$ cat config.mk
export PLATFORM = sky130hd
export DESIGN_NAME = npxl_receiver_flat
export DESIGN_NICKNAME = d
export VERILOG_FILES = /design/src/rtl/npxl_receiver_if.sv /design/src/rtl/npxl_receiver.sv /design/src/flat_wrapper.sv
export SDC_FILE = /design/constraint.sdc
export NUM_CORES = 1
export LEC_CHECK = 0
export BUFFER_PORTS_ARGS = -buffer_cell sky130_fd_sc_hd__buf_2
export CAP_MARGIN = 20
export CORE_UTILIZATION = 35
export DETAILED_ROUTE_END_ITERATION = 10
export RECOVER_POWER = 100
export SETUP_SLACK_MARGIN = 0.15
export SLEW_MARGIN = 20
export SYNTH_ARGS = -nofsm -noshare
export SYNTH_HDL_FRONTEND = slang
export SYNTH_SLANG_ARGS = --single-unit
$ cat constraint.sdc
create_clock -name i_clk -period 4 [get_ports i_clk]
set_input_delay 0.6 -clock i_clk [delete_from_list [all_inputs] [get_ports i_clk]]
set_output_delay 0.6 -clock i_clk [all_outputs]
set_load 0.02 [all_outputs]
$ cat src/rtl/npxl_receiver_if.sv
// rtl/npxl_receiver_if.sv - decoded pixel/frame output bundle of the NeoPixel receiver
//
// Signals (driven by the receiver through modport master):
//   o_pixel      [23:0]     last completed GRB word, held until the next one
//   o_index      [ADDR-1:0] index of o_pixel within the current frame
//   o_valid                 one-cycle strobe: o_pixel / o_index are new
//   o_frame_done            one-cycle strobe on latch gap detection
//   o_count      [ADDR-1:0] complete words in the finished frame, held
//   o_err                   one-cycle strobe on glitch, fault or partial word
interface npxl_receiver_if #(
    parameter int ADDR = 8
);
    logic [23:0]     o_pixel;
    logic [ADDR-1:0] o_index;
    logic            o_valid;
    logic            o_frame_done;
    logic [ADDR-1:0] o_count;
    logic            o_err;

    modport master (
        output o_pixel, o_index, o_valid, o_frame_done, o_count, o_err
    );

    modport slave (
        input o_pixel, o_index, o_valid, o_frame_done, o_count, o_err
    );
endinterface

$ cat src/rtl/npxl_receiver.sv
// rtl/npxl_receiver.sv - WS2812 single-wire bit-stream receiver and frame decoder
//
// Ports:
//   i_clk        system clock (48 MHz)
//   i_rst        synchronous active-high reset
//   i_npxl_data  asynchronous NeoPixel serial line
//   pix          npxl_receiver_if.master: pixel word, index, strobes, frame count
//
// The line is synchronized (s1, s2) and delayed once more (s3) for edge
// detection. High-pulse widths are counted in cycles of s2 being high and
// decoded against THRESH; 24 bits form one GRB word, MSB first. A low period
// of RESET_CYC cycles latches the frame.
module npxl_receiver #(
    parameter int ADDR      = 8,
    parameter int THRESH    = 29,
    parameter int MIN_HIGH  = 8,
    parameter int MAX_HIGH  = 90,
    parameter int RESET_CYC = 2400
) (
    input  logic               i_clk,
    input  logic               i_rst,
    input  logic               i_npxl_data,
    npxl_receiver_if.master    pix
);

    localparam int CW = $clog2(RESET_CYC + 1);

    localparam logic [CW-1:0] THRESH_C   = CW'(THRESH);
    localparam logic [CW-1:0] MIN_C      = CW'(MIN_HIGH);
    localparam logic [CW-1:0] MAX_C      = CW'(MAX_HIGH);
    localparam logic [CW-1:0] RESET_LIM  = CW'(RESET_CYC);
    localparam logic [CW-1:0] CNT_ONE    = CW'(1);
    localparam logic [CW-1:0] CNT_TWO    = CW'(2);

    typedef enum logic [1:0] {
        ST_SYNC = 2'd0,
        ST_IDLE = 2'd1,
        ST_HIGH = 2'd2,
        ST_LOW  = 2'd3
    } state_t;

    logic s1, s2, s3;
    logic rise;

    state_t          state, state_n;
    logic [CW-1:0]   hi_cnt, hi_n;
    logic [CW-1:0]   lo_cnt, lo_n;
    logic [23:0]     shreg, sh_n;
    logic [4:0]      bit_cnt, bit_n;
    logic [ADDR-1:0] word_cnt, word_n;

    logic [23:0]     pixel_n;
    logic [ADDR-1:0] index_n;
    logic [ADDR-1:0] count_n;
    logic            valid_n, done_n, err_n;
    logic            bit_val;

    assign rise    = s2 & ~s3;
    assign bit_val = (hi_cnt >= THRESH_C);

    always_comb begin
        state_n = state;
        hi_n    = hi_cnt;
        lo_n    = lo_cnt;
        sh_n    = shreg;
        bit_n   = bit_cnt;
        word_n  = word_cnt;
        pixel_n = pix.o_pixel;
        index_n = pix.o_index;
        count_n = pix.o_count;
        valid_n = 1'b0;
        done_n  = 1'b0;
        err_n   = 1'b0;

        case (state)
            ST_SYNC: begin
                if (s2) begin
                    lo_n = '0;
                end else if (lo_cnt == RESET_LIM - CNT_ONE) begin
                    lo_n    = RESET_LIM;
                    state_n = ST_IDLE;
                end else begin
                    lo_n = lo_cnt + CNT_ONE;
                end
            end

            ST_IDLE: begin
                // The rise cycle itself counts as a high cycle. s2 high
                // without a rise only happens after a latch that coincided
                // with a rise, in which case the line was already high for
                // one cycle.
                if (s2) begin
                    hi_n    = rise ? CNT_ONE : CNT_TWO;
                    state_n = ST_HIGH;
                end
            end

            ST_HIGH: begin
                if (s2) begin
                    if (hi_cnt >= MAX_C) begin
                        // Stuck-high line: abandon the word and the frame.
                        err_n   = 1'b1;
                        hi_n    = '0;
                        lo_n    = '0;
                        sh_n    = '0;
                        bit_n   = '0;
                        word_n  = '0;
                        state_n = ST_SYNC;
                    end else begin
                        hi_n = hi_cnt + CNT_ONE;
                    end
                end else begin
                    // First low s2 cycle in HIGH is the fall; hi_cnt is the width.
                    lo_n    = '0;
                    state_n = ST_LOW;
                    if (hi_cnt < MIN_C) begin
                        err_n = 1'b1;
                    end else begin
                        sh_n = {shreg[22:0], bit_val};
                        if (bit_cnt == 5'd23) begin
                            pixel_n = {shreg[22:0], bit_val};
                            index_n = word_cnt;
                            valid_n = 1'b1;
                            word_n  = word_cnt + 1'b1;
                            bit_n   = '0;
                        end else begin
                            bit_n = bit_cnt + 5'd1;
                        end
                    end
                end
            end

            ST_LOW: begin
                // Latch takes priority over a rise arriving on the same cycle.
                if (lo_cnt == RESET_LIM - CNT_ONE) begin
                    lo_n    = RESET_LIM;
                    done_n  = 1'b1;
                    err_n   = (bit_cnt != 5'd0);
                    count_n = word_cnt;
                    word_n  = '0;
                    bit_n   = '0;
                    sh_n    = '0;
                    index_n = '0;
                    state_n = ST_IDLE;
                end else if (s2) begin
                    hi_n    = CNT_ONE;
                    state_n = ST_HIGH;
                end else begin
                    lo_n = lo_cnt + CNT_ONE;
                end
            end

            default: begin
                state_n = ST_SYNC;
            end
        endcase
    end

    always_ff @(posedge i_clk) begin
        if (i_rst) begin
            s1               <= 1'b0;
            s2               <= 1'b0;
            s3               <= 1'b0;
            state            <= ST_SYNC;
            hi_cnt           <= '0;
            lo_cnt           <= '0;
            shreg            <= '0;
            bit_cnt          <= '0;
            word_cnt         <= '0;
            pix.o_pixel      <= '0;
            pix.o_index      <= '0;
            pix.o_count      <= '0;
            pix.o_valid      <= 1'b0;
            pix.o_frame_done <= 1'b0;
            pix.o_err        <= 1'b0;
        end else begin
            s1               <= i_npxl_data;
            s2               <= s1;
            s3               <= s2;
            state            <= state_n;
            hi_cnt           <= hi_n;
            lo_cnt           <= lo_n;
            shreg            <= sh_n;
            bit_cnt          <= bit_n;
            word_cnt         <= word_n;
            pix.o_pixel      <= pixel_n;
            pix.o_index      <= index_n;
            pix.o_count      <= count_n;
            pix.o_valid      <= valid_n;
            pix.o_frame_done <= done_n;
            pix.o_err        <= err_n;
        end
    end

endmodule

$ cat src/flat_wrapper.sv
// flat-port wrapper written by rule: the top's interface ports become plain ports
module npxl_receiver_flat 
#(
    parameter int ADDR      = 8,
    parameter int THRESH    = 29,
    parameter int MIN_HIGH  = 8,
    parameter int MAX_HIGH  = 90,
    parameter int RESET_CYC = 2400
)
  (i_clk, i_rst, i_npxl_data, pix_o_pixel, pix_o_index, pix_o_valid, pix_o_frame_done, pix_o_count, pix_o_err);
  npxl_receiver_if #(.ADDR(ADDR)) pix_i ();
  input  logic i_clk;
  input  logic i_rst;
  input  logic i_npxl_data;
  output wire logic [$bits(pix_i.o_pixel)-1:0] pix_o_pixel;
  output wire logic [$bits(pix_i.o_index)-1:0] pix_o_index;
  output wire logic [$bits(pix_i.o_valid)-1:0] pix_o_valid;
  output wire logic [$bits(pix_i.o_frame_done)-1:0] pix_o_frame_done;
  output wire logic [$bits(pix_i.o_count)-1:0] pix_o_count;
  output wire logic [$bits(pix_i.o_err)-1:0] pix_o_err;
  assign pix_o_pixel = pix_i.o_pixel;
  assign pix_o_index = pix_i.o_index;
  assign pix_o_valid = pix_i.o_valid;
  assign pix_o_frame_done = pix_i.o_frame_done;
  assign pix_o_count = pix_i.o_count;
  assign pix_o_err = pix_i.o_err;
  npxl_receiver #(.ADDR(ADDR), .THRESH(THRESH), .MIN_HIGH(MIN_HIGH), .MAX_HIGH(MAX_HIGH), .RESET_CYC(RESET_CYC)) u_core (.i_clk(i_clk), .i_rst(i_rst), .i_npxl_data(i_npxl_data), .pix(pix_i));
endmodule
==> impl_metrics.py, run 1 <==
metrics = {
    "placement": {
        "port_buffers": 45,
        "dpl-instance-area_mm2": 0.00517,
        "place_congestion": 0.822,
        "pre_cts_ws_ns": 1.16,
        "place_hpwl_um": 7680,
    },
    "final_layout": {
        "seqCellArea_mm2": 0.00216,
        "multi_input_area_mm2": 0.00243,
        "final_util_pct": 40.1,
        "syn2layout_area_growth_pct": 10.6,
        "fillCellCount": 1398,
        "antenna_cells": 0,
        "final_layout_size_suffix_gt1_share_pct": 7.14,
        "final_nets": 622,
        "design_area_mm2": 0.00537,
        "layout_common_cells": "dfxtp_1 (108), nand2_1 (101), a21oi_1 (71)",
        "final_common_cell": "dfxtp_1",
    },
    "grt": {
        "grt_start_max_net_pins": 54,
        "grt_usage_pct": 16.4,
        "grt_pass1_wl_um": 19100,
        "grt_overflow": 0,
        "grt_pass1_vias": 3943,
        "antenna_found_initial": 0,
    },
    "critical_path": {
        "critPathTopFamily": "simple AND/OR/NAND/NOR gates",
        "worst-path-buf-inv": 1,
        "cp_max_fo": 28,
        "crit_arrival_ns": 3.43,
        "endpoint_kind": "flop",
        "required_ns": 4.28,
        "critPathMaxStageDelay_ns": 0.93,
        "slowest_stage": "clkbuf_1",
        "cp_cell_sequence": "nand2_1, clkbuf_1, or4_1, nand3_4, or3_1, a21oi_1",
        "path_class": "reg -> reg",
        "crit_path_start_kind": "flop",
    },
    "timing": {
        "fmax_mhz": 317,
        "setup_ws_ns": 0.850,
        "fin_crit_ns": 3.15,
        "post-route-period-util_pct": 78.7,
        "setup_tns_ns": 0,
        "grt_setup_unrepaired": "false",
        "slew_viol_final": 32,
        "max_slew.worst_pin.slew_ns": 1.56,
        "hold_viol_final": 0,
        "finalSetupViolations": 0,
        "slew_headroom_pct": -4.08,
        "fin_skew_ns": 0.00787,
    },
    "status": {
        "status": "finished with violations",
        "violations": "max-capacitance violations, max-slew violations",
    },
    "clock_tree": {
        "cts_made_buffers": 9,
        "clkLatencyLatePin_ns": 0.35,
        "cts_tree": "built",
        "post-cts-setup-buffer-count": 0,
        "cts_sinks": 108,
        "cts_max_level": 3,
        "cts_repair_resize_count": 0,
        "root_buffer": "clkbuf_16",
        "cts_hold_buf": 0,
        "clkTransAtPathRegs_ns": 0.07,
        "clock_path_buffers": 2,
    },
    "synthesis": {
        "ys_seq_area_share_pct": 44.6,
        "netlist_area_mm2": 0.00485,
        "synth_nets": 601,
        "yosysTopAreaCell": "dfxtp_1",
        "yosys_warnings": 0,
        "synthFlopType": "dfxtp_1",
        "synthCells": 590,
        "synth_top_area_share_pct": 44.6,
        "async_reset_ff_share_pct": 0,
        "synth.area.top_cells": "dfxtp_1 (45%), nand2_1 (7.8%), a21oi_1 (7.3%)",
        "synth_seq_cells": 108,
        "syn_area_per_cell_um2": 8.22,
        "synth_edf_count": 0,
        "synth_cell_types": 64,
    },
    "routing": {
        "vias": 4386,
        "ant_nets": 0,
        "drc": 0,
        "wire_per_inst_um": 14.6,
        "detailedRoute.firstPassIterationCount": 5,
        "wl_um": 11600,
        "viasPerCell": 5.54,
        "drt_iter0_markers": 354,
    },
    "die": {
        "io_pins": 46,
        "initial_core_util_pct": 36.2,
        "core-area_mm2": 0.0134,
        "row_count": 42,
        "fp.dieH_um": 120,
        "die-area_mm2": 0.0143,
        "die_x_um": 120,
    },
    "power_and_ir_drop": {
        "p_leak_nw": 1.77,
        "max-vdd-ir-drop_uv": 216,
        "cellPowerDensity_mw_per_mm2": 376,
    },
    "worst_hold_path": {
        "min_path_type": "reg -> reg",
    },
    "run": {
        "maxCapViolations": 1,
    },
}
-- logic make-up (layout without fill, tap and decap cells) --
family | after synthesis | after routing | synth area share (%)
AO/OA/AOI/OAI | 170 | 170 | 22.5
adder cells (fa/ha/maj) | 8 | 8 | 2.06
flip-flops | 108 | 108 | 44.6
XOR/XNOR | 5 | 5 | 0.902
AND/OR/NAND/NOR | 243 | 243 | 24.7
buffers and inverters | 54 | 80 | 4.85
multiplexers | 2 | 2 | 0.413
-- Yosys cell counts (all sizes together), types with 3 or more instances --
cell / instances
o41ai: 5
clkbuf: 35
dfxtp: 108
nand4: 27
a21o: 4
nor4: 9
nor2: 35
and3: 6
a21oi: 71
a41oi: 3
nand2: 101
o21ai: 34
and2: 3
nor3b: 3
nor2b: 7
a31o: 9
o311ai: 3
or2: 4
a211oi: 6
a31oi: 8
nor3: 9
o31ai: 7
buf: 11
xnor2: 4
ha: 8
or3: 3
inv: 8
o22ai: 3
a311oi: 6
nand3: 24
-- power breakdown --
| group | switching (W) | internal [W] | leakage, nW | total, W |
|---|---|---|---|---|
| clock | 0.000417 | 0.000449 | 0.138 | 0.000866 |
| sequential | 0.0000156 | 0.00108 | 0.871 | 0.00110 |
| combinational | 0.0000383 | 0.0000165 | 0.756 | 0.0000548 |
| total | 0.000471 | 0.00155 | 1.77 | 0.00202 |
-- layer usage --
layer	global-route usage (%)	share of wire (%)
met5	0	0
met4	5.47	1.4
met3	3.04	3.6
met2	25.6	45
met1	22.7	50
-- path summary, 6_finish.rpt --
| kind | slack (ns) | start | end | depth (start not counted) |
|---|---|---|---|---|
| worst min register to register | 0.45 | u_core.s1$_SDFF_PP0_ | u_core.s2$_SDFF_PP0_ | 1 |
| worst max register to register | 0.85 | u_core.state[1]$_SDFFE_PP0P_ | u_core.hi_cnt[3]$_SDFFE_PP0P_ | 6 |
| worst min-delay path | 0.45 | u_core.s1$_SDFF_PP0_ | u_core.s2$_SDFF_PP0_ | 1 |
| worst max-delay path | 0.85 | u_core.state[1]$_SDFFE_PP0P_ | u_core.hi_cnt[3]$_SDFFE_PP0P_ | 6 |
-- metrics by stage --
stage | std cells | hold slack [ns] | power [W]
5_1_grt | 792 | 0.463 | 0.00209
3_5_place_dp | 776 | 0.424 | 0.00118
6_report | 792 | 0.445 | 0.00202
2_1_floorplan | 590 | 0.414 | 0.00116
3_3_place_gp | 776 | 0.432 | 0.00118
4_1_cts | 792 | 0.441 | 0.00204
-- cell type report --
class / count / area share [%]
well taps: 176 / 4.10
clock inverters: 5 / 0.839
flip-flops and latches: 108 / 40.3
multi-input cells: 428 / 45.3
inverters: 8 / 0.559
repair buffers: 56 / 4.38
clock buffers: 11 / 4.52
-- registers in the layout, indices dropped and copies added (netlist names), 2 cells and up --
| name | cells |
|---|---|
| u_core.pix.o_pixel | 24 |
| u_core.shreg | 23 |
| u_core.hi_cnt | 12 |
| u_core.lo_cnt | 12 |
| u_core.pix.o_count | 8 |
| u_core.pix.o_index | 8 |
| u_core.word_cnt | 8 |
| u_core.bit_cnt | 5 |
| u_core.state | 2 |
No activity file was read; power rests on OpenSTA's default activity.
==> inputs of run 2 (changes only) <==
--- a/config.mk
+++ b/config.mk
@@ -5,6 +5,7 @@
 export SDC_FILE = /design/constraint.sdc
 export NUM_CORES = 1
 export LEC_CHECK = 0
+export ABC_AREA = 1
 export BUFFER_PORTS_ARGS = -buffer_cell sky130_fd_sc_hd__buf_2
 export CAP_MARGIN = 20
 export CORE_UTILIZATION = 35
==> constraint.sdc (replaced) <==
create_clock -name i_clk -period 2.5 [get_ports i_clk]
set_input_delay 0.375 -clock i_clk [delete_from_list [all_inputs] [get_ports i_clk]]
set_output_delay 0.375 -clock i_clk [all_outputs]
set_load 0.02 [all_outputs]
==> impl_metrics.py, run 2 <==
metrics = {
    "power_and_ir_drop": {
        "combPwrFrac_pct": 2.5,
        "cellPowerDensity_mw_per_mm2": 599,
        "p_int_w": 0.00273,
        "power_switching_w": 0.000706,
        "p_sw_share_pct": 20.6,
        "max-vdd-ir-drop_uv": 362,
        "p_leak_nw": 2.23,
        "p_total_w": 0.00343,
        "seqPwrFrac_pct": 50.4,
        "clock_power_share_pct": 47.0,
    },
    "final_layout": {
        "largest_register_ffs": 24,
        "top_regs": "u_core.pix.o_pixel x24, u_core.shreg x23",
        "final_layout_size_suffix_gt1_share_pct": 5.67,
        "multi_input_area_mm2": 0.00244,
        "syn2layout_area_growth_pct": 12.1,
        "top_register": "u_core.pix.o_pixel",
        "antenna_cells": 0,
        "seqCellArea_mm2": 0.00216,
        "final_nets": 801,
        "layout_common_cells": "nand2_1 (194), nor2_1 (134), dfxtp_1 (108)",
        "final_common_cell": "nand2_1",
        "design_area_mm2": 0.00573,
        "final_cell_count_no_fill": 973,
        "fillCellCount": 1499,
    },
    "synthesis": {
        "muxShareOfSynthArea_pct": 0,
        "yosysMostFrequentCell": "nand2_1",
        "synth_seq_cells": 108,
        "synth_top_area_share_pct": 42.3,
        "synth_common_cells": "nand2_1 (193), nor2_1 (134), dfxtp_1 (108)",
        "synth_edf_count": 0,
        "synth.area.top_cells": "dfxtp_1 (42%), nand2_1 (14%), nor2_1 (9.8%)",
        "syn_area_per_cell_um2": 6.77,
        "synth_simple_gate_area_share_pct": 33.7,
        "synthXorXnorAreaFrac_pct": 1.20,
        "synth_nets": 767,
        "yosys_warnings": 0,
        "ys_seq_area_share_pct": 42.3,
        "synth_top_family_by_area": "simple AND/OR/NAND/NOR gates",
        "yosysTopAreaCell": "dfxtp_1",
        "netlist_area_mm2": 0.00511,
        "async_reset_ff_share_pct": 0,
        "synthFlopType": "dfxtp_1",
        "yosys.area_share.adder_pct": 1.96,
        "synthCells": 756,
        "synth_compound_gate_area_share_pct": 10.8,
        "synth_cell_types": 27,
    },
    "placement": {
        "place_congestion": 0.826,
        "dp_cells": 958,
        "dpl-instance-area_mm2": 0.00547,
        "place_hpwl_um": 7110,
        "port_buffers": 45,
    },
    "die": {
        "core-area_mm2": 0.0140,
        "row_count": 43,
        "io_pins": 46,
        "die-area_mm2": 0.0151,
        "fp.dieH_um": 123,
        "initial_core_util_pct": 36.4,
        "die_x_um": 123,
    },
    "timing": {
        "slew_headroom_pct": 15.5,
        "fin_skew_ns": 0.0109,
        "post-route-period-util_pct": 86.4,
        "setup_tns_ns": 0,
        "grt_setup_unrepaired": "false",
        "max_slew.worst_pin.slew_ns": 1.27,
        "hold_viol_final": 0,
        "slew_viol_final": 0,
        "finalSetupViolations": 0,
        "fmax_mhz": 463,
        "fin_crit_ns": 2.16,
    },
    "routing": {
        "wire_per_inst_um": 11.1,
        "wl_um": 10800,
        "vias": 4477,
        "drt_iter0_markers": 233,
        "detailedRoute.firstPassIterationCount": 4,
        "ant_nets": 0,
        "drc": 0,
        "viasPerCell": 4.60,
    },
    "grt": {
        "grt_overflow": 0,
        "grt_pass1_vias": 3946,
        "antenna_found_initial": 0,
        "grt_pass1_wl_um": 18400,
        "grt_usage_pct": 15.2,
        "grt_start_max_net_pins": 73,
    },
    "critical_path": {
        "r2r_start": "u_core.lo_cnt[0]$_SDFFE_PP0P_",
        "endpoint_kind": "flop",
        "worstRegToRegCells": 10,
        "required_ns": 2.77,
        "r2r-end": "u_core.word_cnt[6]$_SDFFE_PP0P_",
        "cp_cell_sequence": "ha_1, nand2_1, nor2_4, nand3_4, nand2_2, nand2_1, nor2_1, clkbuf_1, nand3_1, a21oi_1",
        "crit_path_start_kind": "flop",
        "cp_max_fo": 8,
        "critPathMaxStageDelay_ns": 0.40,
        "r2r_setup_slack_ns": 0.34,
        "path_class": "reg -> reg",
        "crit_path_frequent_cell": "nand2_1",
        "crit_arrival_ns": 2.43,
        "slowest_stage": "dfxtp_1",
    },
    "clock_tree": {
        "clkLatencyLatePin_ns": 0.36,
        "clock_path_buffers": 2,
        "cts_tree": "built",
        "root_buffer": "clkbuf_16",
        "clkTransAtPathRegs_ns": 0.07,
        "cts_repair_resize_count": 0,
        "post-cts-setup-buffer-count": 0,
        "cts_made_buffers": 9,
        "cts_max_level": 3,
        "cts_sinks": 108,
    },
    "worst_hold_path": {
        "min_path_type": "in -> reg",
        "min_from": "i_npxl_data",
        "worstHoldEndpoint": "u_core.s1$_SDFF_PP0_",
        "holdPathStages": 3,
    },
    "status": {
        "status": "finished, final reports clean",
    },
    "run": {
        "maxCapViolations": 0,
    },
}
==> run 2: changes by cell type in the layout (fill, tap and decap cells not counted), sizes merged, moves of 15 or more <==
cell / delta
nand4: -15
nor2: +109
inv: +78
nand3: +18
o21ai: +18
a21oi: -16
nand2: +95
==> run 2: area by class of cell <==
class / count / share of cell area [%]
Clock inverter: 5 / 1.88
Multi-Input combinational cell: 531 / 42.5
Sequential cell: 108 / 37.7
Timing Repair Buffer: 54 / 4.45
Clock buffer: 9 / 3.93
Inverter: 86 / 5.63
Tap cell: 180 / 3.93
==> run 2: per-layer routing <==
layer | vias to the layer above | track usage (%) | wire [µm]
met5 | - | 0 | 0
met1 | 1968 | 20.8 | 5680
met2 | 58 | 23.4 | 4640
met4 | 0 | 6.33 | 188
met3 | 11 | 2.91 | 331
li1 | 2440 | - | -
==> run 2: cell families after synthesis <==
logic type	after synthesis
and+or+nand+nor	406
DFF	108
AOI/OAI and AO/OA	109
xor gates and xnor gates	7
buffers and inverters	118
adders and majority gates	8
==> run 2: through the flow <==
step | setup WS, ns | utilization (%) | hold slack, ns
after floorplan | 0.860 | - | 0.388
after global placement | 0.458 | 38.9 | 0.395
after detailed placement | 0.413 | 38.9 | 0.396
after CTS | 0.401 | 41.3 | 0.210
after global routing | 0.105 | 40.8 | 0.249
final | 0.341 | 40.8 | 0.218
==> run 2: what timing repair did <==
item | CTS | global route
endpoints found under the hold margin | 0 | 0
hold buffers | 0 | 0
setup endpoints to repair | 0 | 3
==> run 2: power groups by stage <==
stage / clock [W] / combinational, W / sequential [W]
global placement: 0 / 0.0000896 / 0.00177
global route: 0.00173 / 0.0000996 / 0.00173
detailed placement: 0 / 0.0000895 / 0.00177
finish: 0.00161 / 0.0000868 / 0.00173
floorplan: 0 / 0.0000670 / 0.00177
CTS: 0.00166 / 0.0000897 / 0.00173
==> run 2: worst max path at each step <==
stage                                                  to  slack [ns]  cells past startpoint                          start
after floorplan            u_core.bit_cnt[2]$_SDFFE_PP0P_        0.86                     11  u_core.lo_cnt[0]$_SDFFE_PP0P_
after global placement       u_core.shreg[0]$_SDFFE_PP0P_        0.46                     10  u_core.lo_cnt[0]$_SDFFE_PP0P_
after detailed placement    u_core.shreg[16]$_SDFFE_PP0P_        0.41                     10  u_core.lo_cnt[0]$_SDFFE_PP0P_
after CTS                    u_core.shreg[8]$_SDFFE_PP0P_        0.40                     10  u_core.lo_cnt[0]$_SDFFE_PP0P_
after global routing         u_core.shreg[4]$_SDFFE_PP0P_        0.11                     10  u_core.lo_cnt[0]$_SDFFE_PP0P_
final                     u_core.word_cnt[6]$_SDFFE_PP0P_        0.34                     10  u_core.lo_cnt[0]$_SDFFE_PP0P_
==> run 2: critical path: cells and delay by family, from the launching register on <==
kind	cells	cell delay, ns
AOI/OAI and AO/OA	1	0.15
DFF	1	0.40
buffers and inverters	1	0.34
adders and majority gates	1	0.19
and+or+nand+nor	7	1.00
